[src/rtl/snd_i2s_pkg.sv]
// Shared constants and types for the I2S serial data port.
package snd_i2s_pkg;

  localparam int unsigned SLOT_BITS  = 32;
  localparam int unsigned FRAME_BITS = 64;
  localparam logic        LR_LEFT    = 1'b0;

  // Bit position inside a 32-bit slot; 0 is the LRCLK-change bit.
  typedef logic [4:0] pos_t;

  // Slot position advance, saturating at the last slot bit.
  function automatic pos_t pos_inc_sat(input pos_t p);
    return (p == pos_t'(SLOT_BITS - 1)) ? p : p + pos_t'(1);
  endfunction

endpackage

[src/rtl/snd_i2s_edge.sv]
// BCLK edge detection, LRCLK change detection, slot position and sync state.
module snd_i2s_edge
  import snd_i2s_pkg::*;
(
  input  logic clk,
  input  logic rst,
  input  logic bclk,
  input  logic lrclk,
  output logic bclk_rise,
  output logic bclk_fall,
  output logic lr_chg,
  output pos_t pos_next,
  output pos_t pos_q,
  output logic lr_q,
  output logic synced_q
);

  logic bclk_q, bclk_d;
  logic lr_d;
  logic synced_d;
  pos_t pos_d;

  // Edge/change detect and next position, evaluated on every CLK.
  always_comb begin
    bclk_rise = bclk & ~bclk_q;
    bclk_fall = ~bclk & bclk_q;
    lr_chg    = bclk_rise & (lrclk != lr_q);
    bclk_d    = bclk;
    lr_d      = lr_q;
    pos_d     = pos_q;
    synced_d  = synced_q;
    if (bclk_rise) begin
      lr_d = lrclk;
      if (lr_chg) begin
        pos_d    = '0;
        synced_d = 1'b1;
      end else begin
        pos_d = pos_inc_sat(pos_q);
      end
    end
    pos_next = pos_d;
  end

  // Edge-detect and slot-position state.
  always_ff @(posedge clk) begin
    if (rst) begin
      bclk_q   <= 1'b1;
      lr_q     <= 1'b0;
      pos_q    <= '0;
      synced_q <= 1'b0;
    end else begin
      bclk_q   <= bclk_d;
      lr_q     <= lr_d;
      pos_q    <= pos_d;
      synced_q <= synced_d;
    end
  end

endmodule

[src/rtl/snd_i2s_port.sv]
// I2S serial data port: ADC deserializer and DAC serializer with valid/ready handshakes.
module snd_i2s_port
  import snd_i2s_pkg::*;
#(
  parameter int unsigned W = 16
) (
  input  logic         CLK,
  input  logic         RST,
  input  logic         SND_BCLK,
  input  logic         SND_LRCLK,
  input  logic         SND_ADCDAT,
  output logic         SND_DACDAT,
  output logic [W-1:0] RX_L,
  output logic [W-1:0] RX_R,
  output logic         RX_VALID,
  input  logic         RX_READY,
  input  logic [W-1:0] TX_L,
  input  logic [W-1:0] TX_R,
  input  logic         TX_VALID,
  output logic         TX_READY,
  output logic         RX_OVERRUN,
  output logic         TX_UNDERRUN,
  input  logic         ERR_CLR
);

  localparam pos_t POS_W = pos_t'(W);

  logic rise, fall, chg, lr_q, synced_q;
  pos_t pos_next, pos_q;

  snd_i2s_edge u_edge (
    .clk      (CLK),
    .rst      (RST),
    .bclk     (SND_BCLK),
    .lrclk    (SND_LRCLK),
    .bclk_rise(rise),
    .bclk_fall(fall),
    .lr_chg   (chg),
    .pos_next (pos_next),
    .pos_q    (pos_q),
    .lr_q     (lr_q),
    .synced_q (synced_q)
  );

  logic         dac_q, dac_d;
  logic [W-1:0] rx_sh_q, rx_sh_d, rx_lw_q, rx_lw_d;
  logic         lvalid_q, lvalid_d;
  logic [W-1:0] rx_l_q, rx_l_d, rx_r_q, rx_r_d;
  logic         rx_valid_q, rx_valid_d, rx_ovr_q, rx_ovr_d;
  logic [W-1:0] hold_l_q, hold_l_d, hold_r_q, hold_r_d;
  logic         tx_ready_q, tx_ready_d, tx_und_q, tx_und_d;
  logic [W-1:0] frm_l_q, frm_l_d, frm_r_q, frm_r_d;

  logic [W:0]   sh_ext;
  logic [W-1:0] sh_shift, tx_word, tx_shifted;
  logic         take, word_end, complete, ovr_set, und_set, tx_load;

  // RX shift/latch/handshake, TX holding/frame load, and DAC bit selection.
  always_comb begin
    rx_sh_d    = rx_sh_q;
    rx_lw_d    = rx_lw_q;
    lvalid_d   = lvalid_q;
    rx_l_d     = rx_l_q;
    rx_r_d     = rx_r_q;
    rx_valid_d = rx_valid_q;
    hold_l_d   = hold_l_q;
    hold_r_d   = hold_r_q;
    tx_ready_d = tx_ready_q;
    frm_l_d    = frm_l_q;
    frm_r_d    = frm_r_q;
    dac_d      = dac_q;
    ovr_set    = 1'b0;
    und_set    = 1'b0;

    sh_ext   = {rx_sh_q, SND_ADCDAT};
    sh_shift = sh_ext[W-1:0];
    take     = rise & synced_q & (pos_next != '0) & (pos_next <= POS_W);
    word_end = take & (pos_next == POS_W);
    complete = word_end & (SND_LRCLK != LR_LEFT) & lvalid_q;

    if (take) rx_sh_d = sh_shift;
    if (chg && (SND_LRCLK == LR_LEFT)) lvalid_d = 1'b0;
    if (word_end && (SND_LRCLK == LR_LEFT)) begin
      rx_lw_d  = sh_shift;
      lvalid_d = 1'b1;
    end
    if (complete) lvalid_d = 1'b0;

    // A completing pair may replace the held one only if it leaves this cycle.
    if (complete) begin
      if (!rx_valid_q || RX_READY) begin
        rx_l_d     = rx_lw_q;
        rx_r_d     = sh_shift;
        rx_valid_d = 1'b1;
      end else begin
        ovr_set = 1'b1;
      end
    end else if (rx_valid_q && RX_READY) begin
      rx_valid_d = 1'b0;
    end
    rx_ovr_d = ovr_set ? 1'b1 : (ERR_CLR ? 1'b0 : rx_ovr_q);

    tx_load = chg & (SND_LRCLK == LR_LEFT);
    if (tx_load) begin
      if (!tx_ready_q) begin
        frm_l_d    = hold_l_q;
        frm_r_d    = hold_r_q;
        tx_ready_d = 1'b1;
      end else begin
        frm_l_d = '0;
        frm_r_d = '0;
        und_set = 1'b1;
      end
    end
    if (TX_VALID && tx_ready_q) begin
      hold_l_d   = TX_L;
      hold_r_d   = TX_R;
      tx_ready_d = 1'b0;
    end
    tx_und_d = und_set ? 1'b1 : (ERR_CLR ? 1'b0 : tx_und_q);

    // Bit driven at a fall is the one sampled at the following rise (pos_q + 1).
    tx_word    = lr_q ? frm_r_q : frm_l_q;
    tx_shifted = tx_word >> (POS_W - pos_t'(1) - pos_q);
    if (fall) dac_d = synced_q & (pos_q < POS_W) & tx_shifted[0];
  end

  // Datapath and handshake registers.
  always_ff @(posedge CLK) begin
    if (RST) begin
      dac_q      <= 1'b0;
      rx_sh_q    <= '0;
      rx_lw_q    <= '0;
      lvalid_q   <= 1'b0;
      rx_l_q     <= '0;
      rx_r_q     <= '0;
      rx_valid_q <= 1'b0;
      rx_ovr_q   <= 1'b0;
      hold_l_q   <= '0;
      hold_r_q   <= '0;
      tx_ready_q <= 1'b1;
      tx_und_q   <= 1'b0;
      frm_l_q    <= '0;
      frm_r_q    <= '0;
    end else begin
      dac_q      <= dac_d;
      rx_sh_q    <= rx_sh_d;
      rx_lw_q    <= rx_lw_d;
      lvalid_q   <= lvalid_d;
      rx_l_q     <= rx_l_d;
      rx_r_q     <= rx_r_d;
      rx_valid_q <= rx_valid_d;
      rx_ovr_q   <= rx_ovr_d;
      hold_l_q   <= hold_l_d;
      hold_r_q   <= hold_r_d;
      tx_ready_q <= tx_ready_d;
      tx_und_q   <= tx_und_d;
      frm_l_q    <= frm_l_d;
      frm_r_q    <= frm_r_d;
    end
  end

  assign SND_DACDAT  = dac_q;
  assign RX_L        = rx_l_q;
  assign RX_R        = rx_r_q;
  assign RX_VALID    = rx_valid_q;
  assign TX_READY    = tx_ready_q;
  assign RX_OVERRUN  = rx_ovr_q;
  assign TX_UNDERRUN = tx_und_q;

endmodule
[config.mk]
export PLATFORM = sky130hd
export DESIGN_NAME = snd_i2s_port
export DESIGN_NICKNAME = d
export VERILOG_FILES = /design/src/rtl/snd_i2s_pkg.sv /design/src/rtl/snd_i2s_edge.sv /design/src/rtl/snd_i2s_port.sv
export SDC_FILE = /design/constraint.sdc
export NUM_CORES = 1
export LEC_CHECK = 0
export ABC_AREA = 1
export BUFFER_PORTS_ARGS = -buffer_cell sky130_fd_sc_hd__buf_2
export CAP_MARGIN = 25
export CORE_ASPECT_RATIO = 2
export CORE_MARGIN = 10
export CORE_UTILIZATION = 30
export CTS_BUF_LIST = sky130_fd_sc_hd__clkbuf_8
export DETAILED_ROUTE_END_ITERATION = 10
export PLACE_DENSITY = 0.58
export SLEW_MARGIN = 20
export SYNTH_ARGS = -nofsm -noshare
export SYNTH_HDL_FRONTEND = slang
export SYNTH_HIERARCHICAL = 1
export SYNTH_SLANG_ARGS = --single-unit
export TNS_END_PERCENT = 30
[constraint.sdc]
create_clock -name CLK -period 3.9 [get_ports CLK]
set_clock_uncertainty 0.1 [all_clocks]
set_input_delay 0.78 -clock CLK [delete_from_list [all_inputs] [get_ports CLK]]
set_output_delay 0.78 -clock CLK [all_outputs]
set_load 0.02 [all_outputs]
==> flow_summary.html, run 1 <==
<table>
<tr><th>Metric</th><th>Value</th></tr>
<tr><th colspan="2">Setup path</th></tr>
<tr><td>Startpoint of the most critical register-to-register path</td><td>u_edge/pos_q[0]$_SDFF_PP0_</td></tr>
<tr><td>Critical path fanouts, max</td><td>46</td></tr>
<tr><td>Required time of the critical path</td><td>4.12 ns</td></tr>
<tr><td>Critical Path Sink Type</td><td>flip-flop</td></tr>
<tr><td>Worst R2R Path Depth</td><td>13</td></tr>
<tr><td>Critical register-to-register path endpoint</td><td>RX_R[4]$_SDFFE_PP0P_</td></tr>
<tr><td>Launching element type of the critical path</td><td>flip-flop</td></tr>
<tr><td>Category of the most critical setup path</td><td>flip-flop to flip-flop</td></tr>
<tr><td>Arr. time, crit path</td><td>3.13 ns</td></tr>
<tr><td>Reg2reg setup slack</td><td>1.0 ns</td></tr>
<tr><td>Critical path origin</td><td>u_edge/pos_q[0]$_SDFF_PP0_</td></tr>
<tr><td>End point of the critical path</td><td>RX_R[4]$_SDFFE_PP0P_</td></tr>
<tr><th colspan="2">STA</th></tr>
<tr><td>Hold violation total from the final report</td><td>0</td></tr>
<tr><td>Total Neg Setup Slack</td><td>0 ns</td></tr>
<tr><td>Slew of the pin with the lowest slew margin</td><td>0.668 ns</td></tr>
<tr><td>Count of pins over their slew limit</td><td>0</td></tr>
<tr><td>Total setup violations reported at the end of the flow</td><td>0</td></tr>
<tr><td>Setup repair after global routing missed its margin</td><td>false</td></tr>
<tr><td>Slew HR</td><td>55.5%</td></tr>
<tr><td>Time the worst path needs with I/O delays and setup</td><td>2.90 ns</td></tr>
<tr><td>Final critical-path share of the clock period</td><td>74.4%</td></tr>
<tr><td>Peak Freq</td><td>0.344 GHz</td></tr>
<tr><td>Worst Hold Margin</td><td>0.345 ns</td></tr>
<tr><th colspan="2">Finish</th></tr>
<tr><td>Layout filler cell count</td><td>2000</td></tr>
<tr><td>Fin nets</td><td>837</td></tr>
<tr><td>Area taken by multi-input logic gates</td><td>0.00223 mm²</td></tr>
<tr><td>Layout cell share with drive strength beyond 1</td><td>17.3%</td></tr>
<tr><td>Non-Filler Cell Area, Final</td><td>0.00649 mm²</td></tr>
<tr><td>Number of antenna cells inserted</td><td>0</td></tr>
<tr><td>Register area</td><td>0.00282 mm²</td></tr>
<tr><td>Layout area overhead</td><td>16.6%</td></tr>
<tr><td>Final core utilization</td><td>35.5%</td></tr>
<tr><th colspan="2">Worst hold path</th></tr>
<tr><td>Hold Crit Depth</td><td>2</td></tr>
<tr><td>Class of the worst hold path</td><td>flip-flop to flip-flop</td></tr>
<tr><th colspan="2">Power</th></tr>
<tr><td>Flop pwr share</td><td>51.8%</td></tr>
<tr><td>Switch Pwr</td><td>0.760 mW</td></tr>
<tr><td>IR drop worst, VDD</td><td>0.277 mV</td></tr>
<tr><td>Power Internal</td><td>2.12 mW</td></tr>
<tr><td>Clock power frac</td><td>42.4%</td></tr>
<tr><td>Switching part of the total</td><td>26.4%</td></tr>
<tr><td>PD cells</td><td>444 mW/mm²</td></tr>
<tr><td>Static leakage</td><td>2.53 nW</td></tr>
<tr><td>Combinational power share</td><td>5.9%</td></tr>
<tr><th colspan="2">Synth</th></tr>
<tr><td>Count of synthesis-stage warnings from yosys</td><td>6</td></tr>
<tr><td>Area share of the largest cell type after synthesis</td><td>50.7%</td></tr>
<tr><td>FF+latch count, synth</td><td>141</td></tr>
<tr><td>Mean instance size in the synthesized netlist</td><td>7.56 µm²</td></tr>
<tr><td>Cells taking the most area after synthesis</td><td>sky130_fd_sc_hd__dfxtp_1 51%, sky130_fd_sc_hd__a21oi_1 8.4%, sky130_fd_sc_hd__nand2_1 8.2%</td></tr>
<tr><td>Syn_nets</td><td>778</td></tr>
<tr><td>Synth area leader</td><td>sky130_fd_sc_hd__dfxtp_1</td></tr>
<tr><td>Post-synth top cells</td><td>141 x sky130_fd_sc_hd__dfxtp_1, 122 x sky130_fd_sc_hd__nand2_1, 94 x sky130_fd_sc_hd__a21oi_1, 79 x sky130_fd_sc_hd__nand3_1</td></tr>
<tr><td>Ys async rst share</td><td>0%</td></tr>
<tr><td>Fraction of the yosys area taken by sequential cells</td><td>50.7%</td></tr>
<tr><td>Number of distinct library cell variants in the gate-level netlist after synthesis</td><td>29</td></tr>
<tr><td>Most instantiated library cell after synthesis</td><td>sky130_fd_sc_hd__dfxtp_1</td></tr>
<tr><td>Synth Instances</td><td>737</td></tr>
<tr><td>Post-synth design cell area</td><td>0.00557 mm²</td></tr>
<tr><td>Top_reg_cell synth</td><td>sky130_fd_sc_hd__dfxtp_1</td></tr>
<tr><td>Post-synth EDFFs</td><td>0</td></tr>
<tr><th colspan="2">GRT</th></tr>
<tr><td>Total routing resource utilization after global routing</td><td>11.4%</td></tr>
<tr><td>Initial antenna violation count</td><td>0</td></tr>
<tr><td>Number of global-route vias before repair</td><td>4617</td></tr>
<tr><td>First-pass GRT wire length</td><td>22.5 mm</td></tr>
<tr><td>Total global routing overflow</td><td>0</td></tr>
<tr><td>Maximum number of pins on one net before global-route repair</td><td>81</td></tr>
<tr><th colspan="2">Place</th></tr>
<tr><td>Detailed placer's ending HPWL</td><td>9.62 mm</td></tr>
<tr><td>Buffers added on ports</td><td>76</td></tr>
<tr><td>Placer's final routability congestion estimate</td><td>0.796</td></tr>
<tr><td>Post-Place Cell Area</td><td>0.00604 mm²</td></tr>
<tr><th colspan="2">Detailed routing</th></tr>
<tr><td>Violation count after the first detailed-route iteration</td><td>134</td></tr>
<tr><td>Overall via count from detail_route</td><td>4725</td></tr>
<tr><td>Vias per cell</td><td>4.61</td></tr>
<tr><td>Antenna violation net count after detailed routing</td><td>0</td></tr>
<tr><td>WL final</td><td>13.6 mm</td></tr>
<tr><td>First-pass detailed-route iteration total</td><td>4</td></tr>
<tr><td>DRC viols</td><td>0</td></tr>
<tr><td>Routed length per instance</td><td>13.3 µm</td></tr>
<tr><th colspan="2">Clock tree</th></tr>
<tr><td>Maximum level of the CTS H-tree</td><td>4</td></tr>
<tr><td>Clock tree from TritonCTS</td><td>built</td></tr>
<tr><td>Sink count of the clock tree</td><td>141</td></tr>
<tr><td>Buffer type at the clock tree root</td><td>sky130_fd_sc_hd__clkbuf_8</td></tr>
<tr><td>Clock latency of the later-clocked register in the worst-skew pair</td><td>0.45 ns</td></tr>
<tr><td>Worst-case clock buffer depth</td><td>2</td></tr>
<tr><td>Number of post-CTS setup repair buffers</td><td>0</td></tr>
<tr><td>Total clock buffers created by CTS</td><td>17</td></tr>
<tr><td>Hold buffer count at cts</td><td>0</td></tr>
<tr><td>Register clock-pin slew on the reported worst setup and hold paths</td><td>0.09 ns</td></tr>
<tr><td>Cts repair resizes</td><td>0</td></tr>
<tr><th colspan="2">Floorplan</th></tr>
<tr><td>Number of rows in the core area</td><td>70</td></tr>
<tr><td>Effective utilization at floorplan</td><td>30.4%</td></tr>
<tr><td>Area of the placeable core</td><td>0.0183 mm²</td></tr>
<tr><td>Die width</td><td>116 µm</td></tr>
<tr><td>Total Die Area</td><td>0.0247 mm²</td></tr>
<tr><td>Die Y</td><td>213 µm</td></tr>
<tr><td>Number of ports placed on the die boundary</td><td>77</td></tr>
<tr><th colspan="2">Flow run</th></tr>
<tr><td>Number of maximum-capacitance constraint violations</td><td>0</td></tr>
<tr><th colspan="2">Status</th></tr>
<tr><td>Status</td><td>complete, no violations</td></tr>
</table>
[state kept, by name (all words and copies together) (netlist names)]
signal / flops
RX_L: 16
RX_R: 16
frm_l_q: 16
frm_r_q: 16
hold_l_q: 16
hold_r_q: 16
rx_lw_q: 16
rx_sh_q: 15
u_edge/pos_q: 5
RX_OVERRUN: 1
RX_VALID: 1
SND_DACDAT: 1
TX_READY: 1
TX_UNDERRUN: 1
lvalid_q: 1
u_edge/bclk_q: 1
u_edge/lr_q: 1
u_edge/synced_q: 1
[layout by cell type (no fill, tap or decap), drive strengths merged, types with 4 or more instances in the layout]
| master | n |
|---|---|
| buf | 86 |
| nand2 | 124 |
| o21ai | 82 |
| inv | 82 |
| nand3 | 81 |
| a21oi | 104 |
| nor2 | 74 |
| clkinvlp | 4 |
| clkbuf | 17 |
| dfxtp | 141 |
[stage by stage]
step | total power, mW | instances | worst slack (ns)
2_1_floorplan | 1.64 | 737 | 1.49
3_3_place_gp | 1.69 | 990 | 0.999
3_5_place_dp | 1.69 | 990 | 0.945
4_1_cts | 2.92 | 1022 | 0.991
5_1_grt | 3.02 | 1025 | 0.738
6_report | 2.88 | 1025 | 0.997
[how the worst min path moves through the flow]
stage / slack [ns] / end / startpoint
CTS: 0.35 / RX_R[0]$_SDFFE_PP0P_ / RX_R[0]$_SDFFE_PP0P_
floorplan: 0.34 / rx_sh_q[14]$_SDFFE_PP0N_ / rx_sh_q[14]$_SDFFE_PP0N_
detailed placement: 0.33 / RX_R[0]$_SDFFE_PP0P_ / RX_R[0]$_SDFFE_PP0P_
global route: 0.37 / RX_R[9]$_SDFFE_PP0P_ / RX_R[9]$_SDFFE_PP0P_
finish: 0.35 / RX_L[11]$_SDFFE_PP0P_ / RX_L[11]$_SDFFE_PP0P_
global placement: 0.33 / RX_R[0]$_SDFFE_PP0P_ / RX_R[0]$_SDFFE_PP0P_
[layer usage]
layer | track usage, % | routed length [µm] | vias up
met1 | 11.2 | 5270 | 2113
met3 | 2.39 | 453 | 17
li1 | - | - | 2522
met2 | 21.8 | 7620 | 73
met5 | 0 | 0 | -
met4 | 4.95 | 261 | 0
[power groups by stage]
stage / registers, mW / clock network (mW) / logic (mW)
finish: 1.49 / 1.22 / 0.169
CTS: 1.49 / 1.26 / 0.167
floorplan: 1.52 / 0 / 0.119
detailed placement: 1.53 / 0 / 0.167
global route: 1.50 / 1.32 / 0.197
global placement: 1.53 / 0 / 0.165
[kinds of logic after synthesis]
logic type               after synthesis  share of synthesized area (%)
AND/OR/NAND/NOR                      284                           21.9
AO/OA/AOI/OAI                        188                           17.7
flip-flops                           141                           50.7
buffers and inverters                121                           9.26
XOR/XNOR                               2                          0.315
adder cells (fa/ha/maj)                1                          0.225
[critical path, stage by stage (launching register included)]
cell and delay [ns]:
sky130_fd_sc_hd__dfxtp_1 0.64, sky130_fd_sc_hd__ha_1 0.29, sky130_fd_sc_hd__nand4_1 0.19, sky130_fd_sc_hd__nand2_1 0.13
sky130_fd_sc_hd__nand2_1 0.05, sky130_fd_sc_hd__nand3_1 0.09, sky130_fd_sc_hd__inv_1 0.06, sky130_fd_sc_hd__nor2_2 0.13
sky130_fd_sc_hd__nand3_2 0.15, sky130_fd_sc_hd__nor2_8 0.27, sky130_fd_sc_hd__nand3_2 0.11, sky130_fd_sc_hd__buf_4 0.28
sky130_fd_sc_hd__o21ai_0 0.20, sky130_fd_sc_hd__a21oi_1 0.05
[cell type report]
| cell class | count | area share [%] |
|---|---|---|
| repair buffers | 86 | 7.36 |
| well taps | 216 | 4.16 |
| multi-input cells | 475 | 34.3 |
| flip-flops and latches | 141 | 43.5 |
| clock buffers | 17 | 3.60 |
| clock inverters | 15 | 2.68 |
| inverters | 75 | 4.39 |
No activity file was read; power rests on OpenSTA's default activity.
==> run 2, diff against run 1 <==
--- a/config.mk
+++ b/config.mk
@@ -13,7 +13,7 @@
 export CORE_UTILIZATION = 30
 export CTS_BUF_LIST = sky130_fd_sc_hd__clkbuf_8
 export DETAILED_ROUTE_END_ITERATION = 10
-export PLACE_DENSITY = 0.58
+export PLACE_DENSITY = 0.6
 export SLEW_MARGIN = 20
 export SYNTH_ARGS = -nofsm -noshare
 export SYNTH_HDL_FRONTEND = slang
==> constraint.sdc (replaced) <==
create_clock -name CLK -period 2.4 [get_ports CLK]
set_clock_uncertainty 0.1 [all_clocks]
set_input_delay 0.48 -clock CLK [delete_from_list [all_inputs] [get_ports CLK]]
set_output_delay 0.48 -clock CLK [all_outputs]
set_load 0.02 [all_outputs]
==> run 2 against run 1 <==
Clock power rose by 52%. Sequential power rose by 62%. Global-route usage rose by 0.28 points. Non-clock buffer count rose by 14. Cell count rose by 1.4%. Hold slack got worse by 0.16 ns.
==> flow_summary.html, run 2 (synthesis results as in run 1) <==
<table>
<tr><th>Metric</th><th>Value</th></tr>
<tr><th colspan="2">Status</th></tr>
<tr><td>Status</td><td>complete, no violations</td></tr>
<tr><th colspan="2">STA</th></tr>
<tr><td>Total Neg Setup Slack</td><td>0 ns (unchanged)</td></tr>
<tr><td>Hold violation total from the final report</td><td>0 (unchanged)</td></tr>
<tr><td>Slew of the pin with the lowest slew margin</td><td>0.657 ns (-0.0105 ns)</td></tr>
<tr><td>Peak Freq</td><td>0.454 GHz (+32%)</td></tr>
<tr><td>Count of pins over their slew limit</td><td>0 (unchanged)</td></tr>
<tr><td>Time the worst path needs with I/O delays and setup</td><td>2.20 ns (-0.699 ns)</td></tr>
<tr><td>Total setup violations reported at the end of the flow</td><td>0 (unchanged)</td></tr>
<tr><td>Slew HR</td><td>56.2% (+0.70 points)</td></tr>
<tr><td>Final critical-path share of the clock period</td><td>91.8% (+17 points)</td></tr>
<tr><th colspan="2">Finish</th></tr>
<tr><td>Layout filler cell count</td><td>2018 (+0.90%)</td></tr>
<tr><td>Final core utilization</td><td>36.1% (+0.66 points)</td></tr>
<tr><td>Leading cell types in the layout, fill and taps excluded</td><td>140 x sky130_fd_sc_hd__dfxtp_1, 122 x sky130_fd_sc_hd__nand2_1, 94 x sky130_fd_sc_hd__a21oi_1, 79 x sky130_fd_sc_hd__nand3_1, 76 x sky130_fd_sc_hd__buf_2</td></tr>
<tr><td>Most common library cell in the layout ignoring fill and taps</td><td>sky130_fd_sc_hd__dfxtp_1</td></tr>
<tr><td>Register area</td><td>0.00282 mm² (about the same)</td></tr>
<tr><td>Number of antenna cells inserted</td><td>0 (unchanged)</td></tr>
<tr><td>Area taken by multi-input logic gates</td><td>0.00225 mm² (+0.73%)</td></tr>
<tr><td>Fin nets</td><td>851 (+1.7%)</td></tr>
<tr><td>Layout cell share with drive strength beyond 1</td><td>19.2% (+1.9 points)</td></tr>
<tr><td>Layout area overhead</td><td>18.8%</td></tr>
<tr><th colspan="2">GRT</th></tr>
<tr><td>Initial antenna violation count</td><td>0 (unchanged)</td></tr>
<tr><td>Total routing resource utilization after global routing</td><td>11.7% (+0.28 points)</td></tr>
<tr><td>First-pass GRT wire length</td><td>23.1 mm (+2.6%)</td></tr>
<tr><td>Total global routing overflow</td><td>0 (unchanged)</td></tr>
<tr><td>Number of global-route vias before repair</td><td>4782 (+3.6%)</td></tr>
<tr><td>Maximum number of pins on one net before global-route repair</td><td>61 (-25%)</td></tr>
<tr><th colspan="2">Floorplan</th></tr>
<tr><td>Die Y</td><td>213 µm (unchanged)</td></tr>
<tr><td>Total Die Area</td><td>0.0247 mm² (unchanged)</td></tr>
<tr><td>Number of rows in the core area</td><td>70 (unchanged)</td></tr>
<tr><td>Area of the placeable core</td><td>0.0183 mm² (unchanged)</td></tr>
<tr><td>Number of ports placed on the die boundary</td><td>77 (unchanged)</td></tr>
<tr><td>Die width</td><td>116 µm (unchanged)</td></tr>
<tr><td>Effective utilization at floorplan</td><td>30.4% (unchanged)</td></tr>
<tr><th colspan="2">Detailed routing</th></tr>
<tr><td>Vias per cell</td><td>4.64 (+0.68%)</td></tr>
<tr><td>Routed length per instance</td><td>13.4 µm (+1.1%)</td></tr>
<tr><td>WL final</td><td>13.9 mm (+2.5%)</td></tr>
<tr><td>First-pass detailed-route iteration total</td><td>4 (unchanged)</td></tr>
<tr><td>Antenna violation net count after detailed routing</td><td>0 (unchanged)</td></tr>
<tr><td>DRC viols</td><td>0 (unchanged)</td></tr>
<tr><td>Violation count after the first detailed-route iteration</td><td>148 (+10%)</td></tr>
<tr><td>Overall via count from detail_route</td><td>4822 (+2.1%)</td></tr>
<tr><th colspan="2">Clock tree</th></tr>
<tr><td>Clock tree from TritonCTS</td><td>built</td></tr>
<tr><td>Hold buffer count at cts</td><td>0 (unchanged)</td></tr>
<tr><td>Worst-case clock buffer depth</td><td>2 (unchanged)</td></tr>
<tr><td>Buffer type at the clock tree root</td><td>sky130_fd_sc_hd__clkbuf_8</td></tr>
<tr><td>Sink count of the clock tree</td><td>141 (unchanged)</td></tr>
<tr><td>Total clock buffers created by CTS</td><td>17 (unchanged)</td></tr>
<tr><td>Register clock-pin slew on the reported worst setup and hold paths</td><td>0.08 ns (about the same)</td></tr>
<tr><td>Maximum level of the CTS H-tree</td><td>4 (unchanged)</td></tr>
<tr><td>Clock latency of the later-clocked register in the worst-skew pair</td><td>0.44 ns (about the same)</td></tr>
<tr><th colspan="2">Power</th></tr>
<tr><td>PD cells</td><td>689 mW/mm² (+55%)</td></tr>
<tr><td>IR drop worst, VDD</td><td>0.371 mV (+34%)</td></tr>
<tr><td>Static leakage</td><td>2.60 nW (+2.8%)</td></tr>
<tr><th colspan="2">Flow run</th></tr>
<tr><td>Number of maximum-capacitance constraint violations</td><td>0 (unchanged)</td></tr>
<tr><th colspan="2">Setup path</th></tr>
<tr><td>Launching element type of the critical path</td><td>flip-flop</td></tr>
<tr><td>Category of the most critical setup path</td><td>flip-flop to flip-flop</td></tr>
<tr><td>Critical path fanouts, max</td><td>13 (-72%)</td></tr>
<tr><td>Required time of the critical path</td><td>2.66 ns (-1.46 ns)</td></tr>
<tr><td>Arr. time, crit path</td><td>2.47 ns (-0.66 ns)</td></tr>
<tr><td>Critical Path Sink Type</td><td>flip-flop</td></tr>
<tr><th colspan="2">Place</th></tr>
<tr><td>Placer's final routability congestion estimate</td><td>0.817 (+2.8%)</td></tr>
<tr><td>Detailed placer's ending HPWL</td><td>10.1 mm (+4.4%)</td></tr>
<tr><td>Buffers added on ports</td><td>76 (unchanged)</td></tr>
<tr><th colspan="2">Worst hold path</th></tr>
<tr><td>Class of the worst hold path</td><td>primary input to flip-flop</td></tr>
</table>
run 2: cell types whose count changed in the layout (fill, tap and decap cells not counted), sizes merged:
cell | before | now
bufinv | 2 | 1
clkinvlp | 4 | 5
buf | 86 | 99
clkbuf | 17 | 18
clkinv | 2 | 4
inv | 82 | 80
run 2: metal layers:
metal / part of all wire, % / vias to the layer above / track usage [%]
li1: - / 2545 / -
met3: 3.1 / 14 / 2.14
met2: 57 / 78 / 22.0
met5: 0 / - / 0
met1: 38 / 2185 / 11.6
met4: 1.9 / 0 / 5.68
run 2: final timing paths:
check | startpoint | depth (start not counted) | end | slack, ns
hold / removal | SND_BCLK | 2 | u_edge/bclk_q$_SDFF_PP1_ | 0.18
setup / recovery | u_edge/pos_q[0]$_SDFF_PP0_ | 13 | RX_R[10]$_SDFFE_PP0P_ | 0.20
setup reg to reg | u_edge/pos_q[0]$_SDFF_PP0_ | 13 | RX_R[10]$_SDFFE_PP0P_ | 0.20
hold reg to reg | RX_L[14]$_SDFFE_PP0P_ | 2 | RX_L[14]$_SDFFE_PP0P_ | 0.34
run 2: stage by stage:
stage,hold slack [ns],worst slack (ns),std cells,area (µm²),total power [mW]
2_1_floorplan,0.338,0.165,737,5570,2.67
3_3_place_gp,0.330,0.107,1005,6180,2.76
3_5_place_dp,0.333,0.0427,1005,6180,2.77
4_1_cts,0.150,0.0989,1037,6560,4.64
5_1_grt,0.167,-0.000778,1039,6620,4.79
6_report,0.184,0.196,1039,6620,4.56
run 2: timing repair:
| item | in CTS | in global routing |
|---|---|---|
| gates resized for setup | 0 | 7 |
| buffers inserted | 0 | 1 |
| setup endpoints to repair | 0 | 30 |
run 2: final cells by class:
| type | count | share of cell area, % |
|---|---|---|
| clock buffer | 17 | 3.54 |
| inverter | 75 | 4.27 |
| sequential | 141 | 42.7 |
| tap | 216 | 4.08 |
| multi-input combinational | 475 | 34.0 |
| clock inverter | 15 | 2.29 |
| timing repair buffer | 100 | 9.17 |
run 2: report_power, final:
group	internal, mW	leakage, nW	total, mW	switching (mW)
combinational	0.102	1.28	0.287	0.184
sequential	2.39	1.14	2.42	0.0313
clock	0.850	0.180	1.85	1.00
total	3.34	2.60	4.56	1.22
run 2: critical path, cell delays in order (launching register included):
cell	delay, ns
sky130_fd_sc_hd__dfxtp_1	0.34
sky130_fd_sc_hd__ha_2	0.21
sky130_fd_sc_hd__nand4_1	0.15
sky130_fd_sc_hd__nand2_1	0.12
sky130_fd_sc_hd__nand2_1	0.05
sky130_fd_sc_hd__nand3_1	0.09
sky130_fd_sc_hd__inv_1	0.06
sky130_fd_sc_hd__nor2_2	0.14
sky130_fd_sc_hd__nand3_2	0.15
sky130_fd_sc_hd__nor2_8	0.14
sky130_fd_sc_hd__nand3_4	0.12
sky130_fd_sc_hd__buf_6	0.17
sky130_fd_sc_hd__buf_4	0.16
sky130_fd_sc_hd__a21oi_1	0.14
